--- src/rtl/rc4_stream_encrypter.sv ---
// rc4_stream_encrypter
// -----------------------------------------------------------------------------
// Streaming RC4 PRGA encrypter. Each plaintext byte accepted on the pt_*
// channel is XORed with the next RC4 keystream byte and sent out on the ct_*
// channel. The keystream is generated in place in an external 256x8 S-box
// SRAM that a key-schedule block has already loaded; this block owns the SRAM
// port while busy. Exactly one byte is in flight at a time.
//
// Handshakes (both channels): a byte moves on a rising clk edge where
// valid && ready are both high. A producer holds valid and data stable until
// that edge and never drops valid without a transfer; ready may change freely
// and ready without valid has no effect.
//
// SRAM protocol: reads register addr_s and sample q_s two edges later
// (SET, WAIT, READ). Writes present addr_s/char_s one cycle ahead of a
// single-cycle wren_s pulse and keep them for the cycle after it.
//
// Parameters:
//   MSG_LEN  bytes encrypted per start (1..256)
//   DROP_N   keystream bytes discarded before the first plaintext byte
//            (only with RC4_DROP_EN defined)
//
// Optional feature macro: RC4_DROP_EN
//   defined   - after start, DROP_N full PRGA iterations run with the keystream
//               byte thrown away before the first plaintext byte is accepted
//   undefined - no drop phase; DROP_N is unused
//
// Ports:
//   clk        system clock
//   reset      synchronous, active-high reset (aborts any message at once)
//   start      level; begins a message when high in IDLE
//   done       high in DONE
//   busy       high in every state except IDLE and DONE
//   q_s        S SRAM read data
//   addr_s     S SRAM address
//   char_s     S SRAM write data
//   wren_s     S SRAM write enable
//   pt_data    plaintext byte
//   pt_valid   plaintext valid
//   pt_ready   plaintext ready (high only while waiting for a byte)
//   ct_data    ciphertext byte
//   ct_valid   ciphertext valid
//   ct_ready   downstream ready
//   state_dbg  current FSM state, for debug and checkers
// -----------------------------------------------------------------------------
module rc4_stream_encrypter #(
  parameter int MSG_LEN = 32,
  parameter int DROP_N  = 256
) (
  input  logic       clk,
  input  logic       reset,
  input  logic       start,
  output logic       done,
  output logic       busy,
  input  logic [7:0] q_s,
  output logic [7:0] addr_s,
  output logic [7:0] char_s,
  output logic       wren_s,
  input  logic [7:0] pt_data,
  input  logic       pt_valid,
  output logic       pt_ready,
  output logic [7:0] ct_data,
  output logic       ct_valid,
  input  logic       ct_ready,
  output logic [4:0] state_dbg
);

  typedef enum logic [4:0] {
    IDLE,
    GET_PT,
    STEP,
    SI_SET,
    SI_WAIT,
    SI_READ,
    J_UPD,
    SJ_SET,
    SJ_WAIT,
    SJ_READ,
    WJ_SETUP,
    WJ_WREN,
    WJ_HOLD,
    WI_SETUP,
    WI_WREN,
    WI_HOLD,
    F_CALC,
    F_SET,
    F_WAIT,
    F_READ,
    EMIT,
    WAIT_CT,
    DONE
  } state_t;

  localparam logic [8:0] LAST_CNT = 9'(MSG_LEN - 1);

  state_t     state;
  logic [7:0] i;
  logic [7:0] j;
  logic [7:0] si;
  logic [7:0] sj;
  logic [7:0] f;
  logic [7:0] faddr;
  logic [7:0] pt_reg;
  logic [8:0] cnt;

`ifdef RC4_DROP_EN
  localparam logic [8:0] DROP_LAST = 9'(DROP_N - 1);
  logic [8:0] drop_cnt;
  logic       dropping;
`else
  // DROP_N has no function without the drop phase.
  logic [8:0] drop_unused;
  assign drop_unused = 9'(DROP_N);
`endif

  assign state_dbg = state;

  always_ff @(posedge clk) begin
    if (reset) begin
      state    <= IDLE;
      i        <= 8'd0;
      j        <= 8'd0;
      si       <= 8'd0;
      sj       <= 8'd0;
      f        <= 8'd0;
      faddr    <= 8'd0;
      pt_reg   <= 8'd0;
      cnt      <= 9'd0;
      addr_s   <= 8'd0;
      char_s   <= 8'd0;
      wren_s   <= 1'b0;
      pt_ready <= 1'b0;
      ct_valid <= 1'b0;
      ct_data  <= 8'd0;
      done     <= 1'b0;
      busy     <= 1'b0;
`ifdef RC4_DROP_EN
      drop_cnt <= 9'd0;
      dropping <= 1'b0;
`endif
    end else begin
      case (state)
        IDLE: begin
          i   <= 8'd0;
          j   <= 8'd0;
          cnt <= 9'd0;
          if (start) begin
            busy <= 1'b1;
`ifdef RC4_DROP_EN
            drop_cnt <= 9'd0;
            if (DROP_N == 0) begin
              pt_ready <= 1'b1;
              state    <= GET_PT;
            end else begin
              dropping <= 1'b1;
              state    <= STEP;
            end
`else
            pt_ready <= 1'b1;
            state    <= GET_PT;
`endif
          end
        end

        GET_PT: begin
          if (pt_valid && pt_ready) begin
            pt_reg   <= pt_data;
            pt_ready <= 1'b0;
            state    <= STEP;
          end
        end

        STEP: begin
          i     <= i + 8'd1;
          state <= SI_SET;
        end

        SI_SET: begin
          addr_s <= i;
          state  <= SI_WAIT;
        end
        SI_WAIT: state <= SI_READ;
        SI_READ: begin
          si    <= q_s;
          state <= J_UPD;
        end

        J_UPD: begin
          j     <= j + si;
          state <= SJ_SET;
        end

        SJ_SET: begin
          addr_s <= j;
          state  <= SJ_WAIT;
        end
        SJ_WAIT: state <= SJ_READ;
        SJ_READ: begin
          sj    <= q_s;
          state <= WJ_SETUP;
        end

        // Swap: S[j] <= si, then S[i] <= sj. With i == j both land on the
        // same address and si == sj, so the order is harmless.
        WJ_SETUP: begin
          addr_s <= j;
          char_s <= si;
          state  <= WJ_WREN;
        end
        WJ_WREN: begin
          wren_s <= 1'b1;
          state  <= WJ_HOLD;
        end
        WJ_HOLD: begin
          wren_s <= 1'b0;
          state  <= WI_SETUP;
        end

        WI_SETUP: begin
          addr_s <= i;
          char_s <= sj;
          state  <= WI_WREN;
        end
        WI_WREN: begin
          wren_s <= 1'b1;
          state  <= WI_HOLD;
        end
        WI_HOLD: begin
          wren_s <= 1'b0;
          state  <= F_CALC;
        end

        F_CALC: begin
          faddr <= si + sj; // carry out of bit 7 is dropped (mod 256)
          state <= F_SET;
        end

        F_SET: begin
          addr_s <= faddr;
          state  <= F_WAIT;
        end
        F_WAIT: state <= F_READ;
        F_READ: begin
          f     <= q_s;
          state <= EMIT;
        end

        EMIT: begin
`ifdef RC4_DROP_EN
          if (dropping) begin
            drop_cnt <= drop_cnt + 9'd1;
            if (drop_cnt == DROP_LAST) begin
              dropping <= 1'b0;
              pt_ready <= 1'b1;
              state    <= GET_PT;
            end else begin
              state <= STEP;
            end
          end else begin
            ct_data  <= pt_reg ^ f;
            ct_valid <= 1'b1;
            state    <= WAIT_CT;
          end
`else
          ct_data  <= pt_reg ^ f;
          ct_valid <= 1'b1;
          state    <= WAIT_CT;
`endif
        end

        WAIT_CT: begin
          if (ct_ready) begin
            ct_valid <= 1'b0;
            cnt      <= cnt + 9'd1;
            if (cnt == LAST_CNT) begin
              done  <= 1'b1;
              busy  <= 1'b0;
              state <= DONE;
            end else begin
              pt_ready <= 1'b1;
              state    <= GET_PT;
            end
          end
        end

        DONE: begin
          if (!start) begin
            done  <= 1'b0;
            state <= IDLE;
          end
        end

        default: state <= IDLE;
      endcase
    end
  end

endmodule
--- config.mk ---
export PLATFORM = sky130hd
export DESIGN_NAME = rc4_stream_encrypter
export DESIGN_NICKNAME = d
export VERILOG_FILES = /design/src/rtl/rc4_stream_encrypter.sv
export SDC_FILE = /design/constraint.sdc
export NUM_CORES = 1
export LEC_CHECK = 0
export BUFFER_PORTS_ARGS = -buffer_cell sky130_fd_sc_hd__buf_2
export CAP_MARGIN = 10
export CORE_MARGIN = 2
export CORE_UTILIZATION = 40
export CTS_CLUSTER_DIAMETER = 50
export DETAILED_ROUTE_END_ITERATION = 10
export PLACE_DENSITY_LB_ADDON = 0.2
export SLEW_MARGIN = 20
export SYNTH_ARGS = -nofsm -noshare
export SYNTH_HDL_FRONTEND = slang
export SYNTH_SLANG_ARGS = --single-unit
--- constraint.sdc ---
create_clock -name clk -period 2.2 [get_ports clk]
set_input_delay 0.33 -clock clk [delete_from_list [all_inputs] [get_ports clk]]
set_output_delay 0.33 -clock clk [all_outputs]
set_load 0.01 [all_outputs]
=== After elaboration in Yosys (flattened, before gate mapping) ===
Cells that the tools add are included.

* Register bits: 99
* Output and inout port bits: 34
* Word-level logic and storage cells: 100

* Add/sub/neg operators: 4
* Equal/unequal tests: 29
* Mux-type cells: 27
* Bitwise logic cells: 1
* Reductions and logical operators: 22

{| class="wikitable"
|+ Operator list
! cell !! number
|-
| $pmux 5 s23 || 1
|-
| $pmux 8 s2 || 3
|-
| $eq 5x4->1 const B || 8
|-
| $eq 5x5->1 const B || 7
|-
| $mux 5 || 5
|-
| $pmux 8 s3 || 1
|-
| $eq 5x3->1 const B || 4
|-
| $pmux 9 s2 || 1
|-
| $add 8x8->8 || 2
|-
| $reduce_bool 2->1 || 7
|-
| $ne 2x2->1 const B || 6
|-
| $reduce_and 4->1 || 3
|-
| $eq 5x2->1 const B || 2
|-
| $mux 1 || 10
|-
| $add 9x1->9 const B || 1
|-
| $eq 9x5->1 const B || 1
|-
| $mux 9 || 1
|-
| $add 8x1->8 const B || 1
|-
| $pmux 1 s2 || 4
|-
| $reduce_or 2->1 || 4
|-
| $xor 8x8->8 || 1
|-
| $reduce_and 2->1 || 3
|-
| $reduce_bool 3->1 || 2
|-
| $eq 5x1->1 const B || 1
|-
| other kinds (4) || 4
|}

=== Depth between registers and ports, before layout ===
* Depth after elaboration: 4
* Mapped depth: 8
* Depth with buffers taken out: 8

=== Worst setup path before layout ===
Ideal clock, no wire load.

* Kind: register to register
* From: reg state[2], in the netlist state_dbg[2]
* To: reg j[7]
* Library setup time: 0.121 ns
* Arrival time: 1.695 ns
* Data required time: 2.079 ns
* Slack: 0.384 ns
* Cell stages (with the launch flop): 6
* Clock period less this slack: 1.816 ns
* Cell sequence: dfxtp_1 buf_2 nand2_1 or4_1 a211oi_1 mux2_2

* Longest elaborated chain between the ends: 2

{| class="wikitable"
|+ RTL lines
! item !! line !! source
|-
| start, declared || 96 || <nowiki>state_t state;</nowiki>
|-
| start signal, assigned || 120 || <nowiki>state <= IDLE;</nowiki>
|-
| start signal, assigned || 160 || <nowiki>state <= GET_PT;</nowiki>
|-
| start signal, assigned || 169 || <nowiki>state <= STEP;</nowiki>
|-
| $eq 5x3->1 or $logic_not 5->1 (tied branches) || 142 || <nowiki>case (state)</nowiki>
|-
| $pmux 8 s2 or $reduce_bool 2->1 (tied branches) || -- ||
|-
| end signal, assigned || 189 || <nowiki>j <= j + si;</nowiki>
|-
| end, declared || 98 || <nowiki>logic [7:0] j;</nowiki>
|}

Parallel ways exist; a longest one is shown, timed or not.
A chain may end at the register's enable or synchronous reset.

=== Final worst setup path ===
* From: reg si[3]
* To: reg j[7]

* Longest elaborated chain between the ends: 2

{| class="wikitable"
|+ RTL lines
! item !! line !! source
|-
| start, declared || 99 || <nowiki>logic [7:0] si;</nowiki>
|-
| start signal, assigned || 184 || <nowiki>si <= q_s;</nowiki>
|-
| $add 8x8->8 || 189 ||
|-
| $pmux 8 s2 || 142 ||
|}

Every way passes these cells.

==> out/qor.yml <==
synth_compound_area_frac: 0.187
numClockSinks: 99
io_buffers: 54
mappedNetlistNets: 606
h-tree-depth: 3
post-route-drc-count: 0
synth-edff-count: 0
ys_async_sr_fraction: 0
yosys_warnings: 0
coreArea_um2: 12000
first_iter_violations: 195
synthTopCellsByArea: "dfxtp_1 (40%), mux2i_1 (6.9%), nor2_1 (6.5%)"
drv_slew: 0
grt_pass1_vias: 4040
die_h_um: 115
synth.area.mux_share: 0.0714
syn_to_final_growth_pct: 16.8
fin_nets: 665
ant_nets: 0
slew_headroom: 0.612
irDropWorstVdd_uv: 410
fmax_ghz: 0.503
rows: 40
finalCriticalPeriod_ps: 1990
grt_overflow_total: 0
power_density_nw_per_um2: 919
clkTransAtPathRegs_ps: 70
synthXorXnorAreaFrac: 0.0427
r2r_slack_ps: 210
cts_made_buffers: 9
cp_slowest_stage_delay_ps: 390
cts_setup_buffers: 0
crit_slowest_cell: "ha_1"
synth.cell_area_um2: 4930
antenna_cells: 0
status: "finished, final reports clean"
critical_path_class: "reg2reg"
largest_reg_flops: 9
die-area_um2: 13200
synth_top_cell_by_area: "dfxtp_1"
cts_resized: 0
synth_simple_gate_area_frac: 0.211
synthCells: 567
min_path_type: "in2reg"
synth_fa_ha_area_frac: 0.0488
gp_congestion: 0.868
worst_slew_pin_slew_ps: 568
largest_register: "cnt"
cts-root-to-sink-buffers: 2
antenna_found_initial: 0
gr-usage-all-layers: 0.197
finalCritPeriodShare: 0.904
cts.hold.buffers_added: 0
vias: 4267
final_common_cell: "dfxtp_1"
drive_above_1_share: 0.171
dp_hpwl_mm: 9.25
grt_first_pass_wirelength_mm: 20.7
synth_top_family_by_area: "simple AND/OR/NAND/NOR gates"
clock_latency_ps: 350
cts_root_buf: "clkbuf_16"
ys_seq_area_frac: 0.402
instances_no_fill: 778
synth_ff_type: "dfxtp_1"
maxCapViolations: 0
worst_setup_path_end_kind: "flip-flop"
viasPerCell: 5.48
crit_chain: "ha_1 -> a21oi_1 -> o22ai_1 -> mux2i_1 -> a211oi_1 -> mux2_2"
finalSetupViolCount: 0
cp.required_ps: 2440
ios: 55
final_hold_viol_count: 0
yosysUniqueCellTypes: 57
fin_skew_ps: 6.11
synth.ff_latch_count: 99
tns_ps: 0
dr.pass1.iters: 4
start_kind: "flip-flop"
synth_top_area_frac: 0.402
layout_common_cells: "dfxtp_1 (99), nor2_1 (85), buf_2 (54)"
placed_cells: 762
leakagePower_nw: 2.33
syn_avg_cell_area_um2: 8.69
wl_per_cell_um: 15.9
wl_mm: 12.4
cp.arrival_ps: 2230
die_w_um: 115
rsz0062_at_grt: "false"
grt_start_max_net_pins: 36
start_util: 0.410
critPathMaxFanout: 5
final_core_util: 0.479
cts_tree: "done"
final timing paths:
| path | startpoint | end | cells past startpoint |
|---|---|---|---|
| worst max register to register | si[3] | j[7] | 6 |
| worst max-delay path | si[3] | j[7] | 6 |
| worst min-delay path | pt_data[3] | pt_reg[3] | 3 |
| worst min register to register | faddr[4] | faddr[4] | 2 |
final cells by class:
class | count | area (µm²)
clock buffer | 10 | 229
clock inverter | 6 | 72.6
fill | 1165 | 6260
inverter | 11 | 41.3
multi-input combinational | 427 | 2770
sequential | 99 | 1980
tap | 147 | 184
timing repair buffer | 78 | 475
power by group:
part / internal, W / total, W / switching [W]
sequential: 0.00196 / 0.00212 / 0.000163
combinational: 0.000613 / 0.00156 / 0.000948
clock: 0.000894 / 0.00161 / 0.000712
total: 0.00346 / 0.00529 / 0.00182
synth_stat cells (2+ instances only):
master / n
nand4_1: 6
a21oi_1: 39
xor2_1: 6
inv_1: 9
or4_1: 6
inv_2: 2
o21bai_1: 11
a21o_1: 3
nand2_1: 40
fa_1: 2
dfxtp_1: 99
nand2b_1: 3
or3_1: 6
a211o_1: 2
a211oi_1: 29
ha_1: 16
nor3_1: 10
xnor2_1: 18
a32oi_1: 2
o22ai_1: 3
nor4_1: 2
clkbuf_1: 12
and3_1: 7
a22oi_1: 13
buf_4: 2
nand3_1: 24
nor3b_1: 4
o21a_1: 4
a31oi_1: 6
o21ai_0: 15
nor2b_1: 4
o31ai_1: 3
buf_2: 16
mux2i_1: 34
nor3_2: 3
nor2_1: 85
per-stage QoR:
stage	power (W)	hold WS [ps]	cell area (µm²)	worst slack (ps)
finish	0.00529	216	5750	211
global route	0.00560	228	5750	52.1
CTS	0.00535	207	5750	194
detailed placement	0.00372	453	5450	235
global placement	0.00371	448	5450	200
floorplan	0.00313	432	4930	384
cells by family after synthesis:
kind of cell,Yosys count
mux,35
compound gates,139
simple gates,211
fa+ha+maj,18
xor+xnor,24
buf+inv,41
flops,99
routing by layer:
layer  vias up  track usage  part of all wire
met1      2008        0.270              0.48
met2        76        0.312              0.46
met3        16       0.0285             0.035
li1       2167            -                 -
met4         0       0.0811             0.020
met5         -            0                 0
worst max-delay path, delay by kind of cell (launching register included):
family                     cells  cell delay, ps
AOI/OAI and AO/OA              3             640
muxes                          2             490
DFF                            1             370
adders and majority gates      1             390
Note: power is estimated with default switching activity, not from simulation.
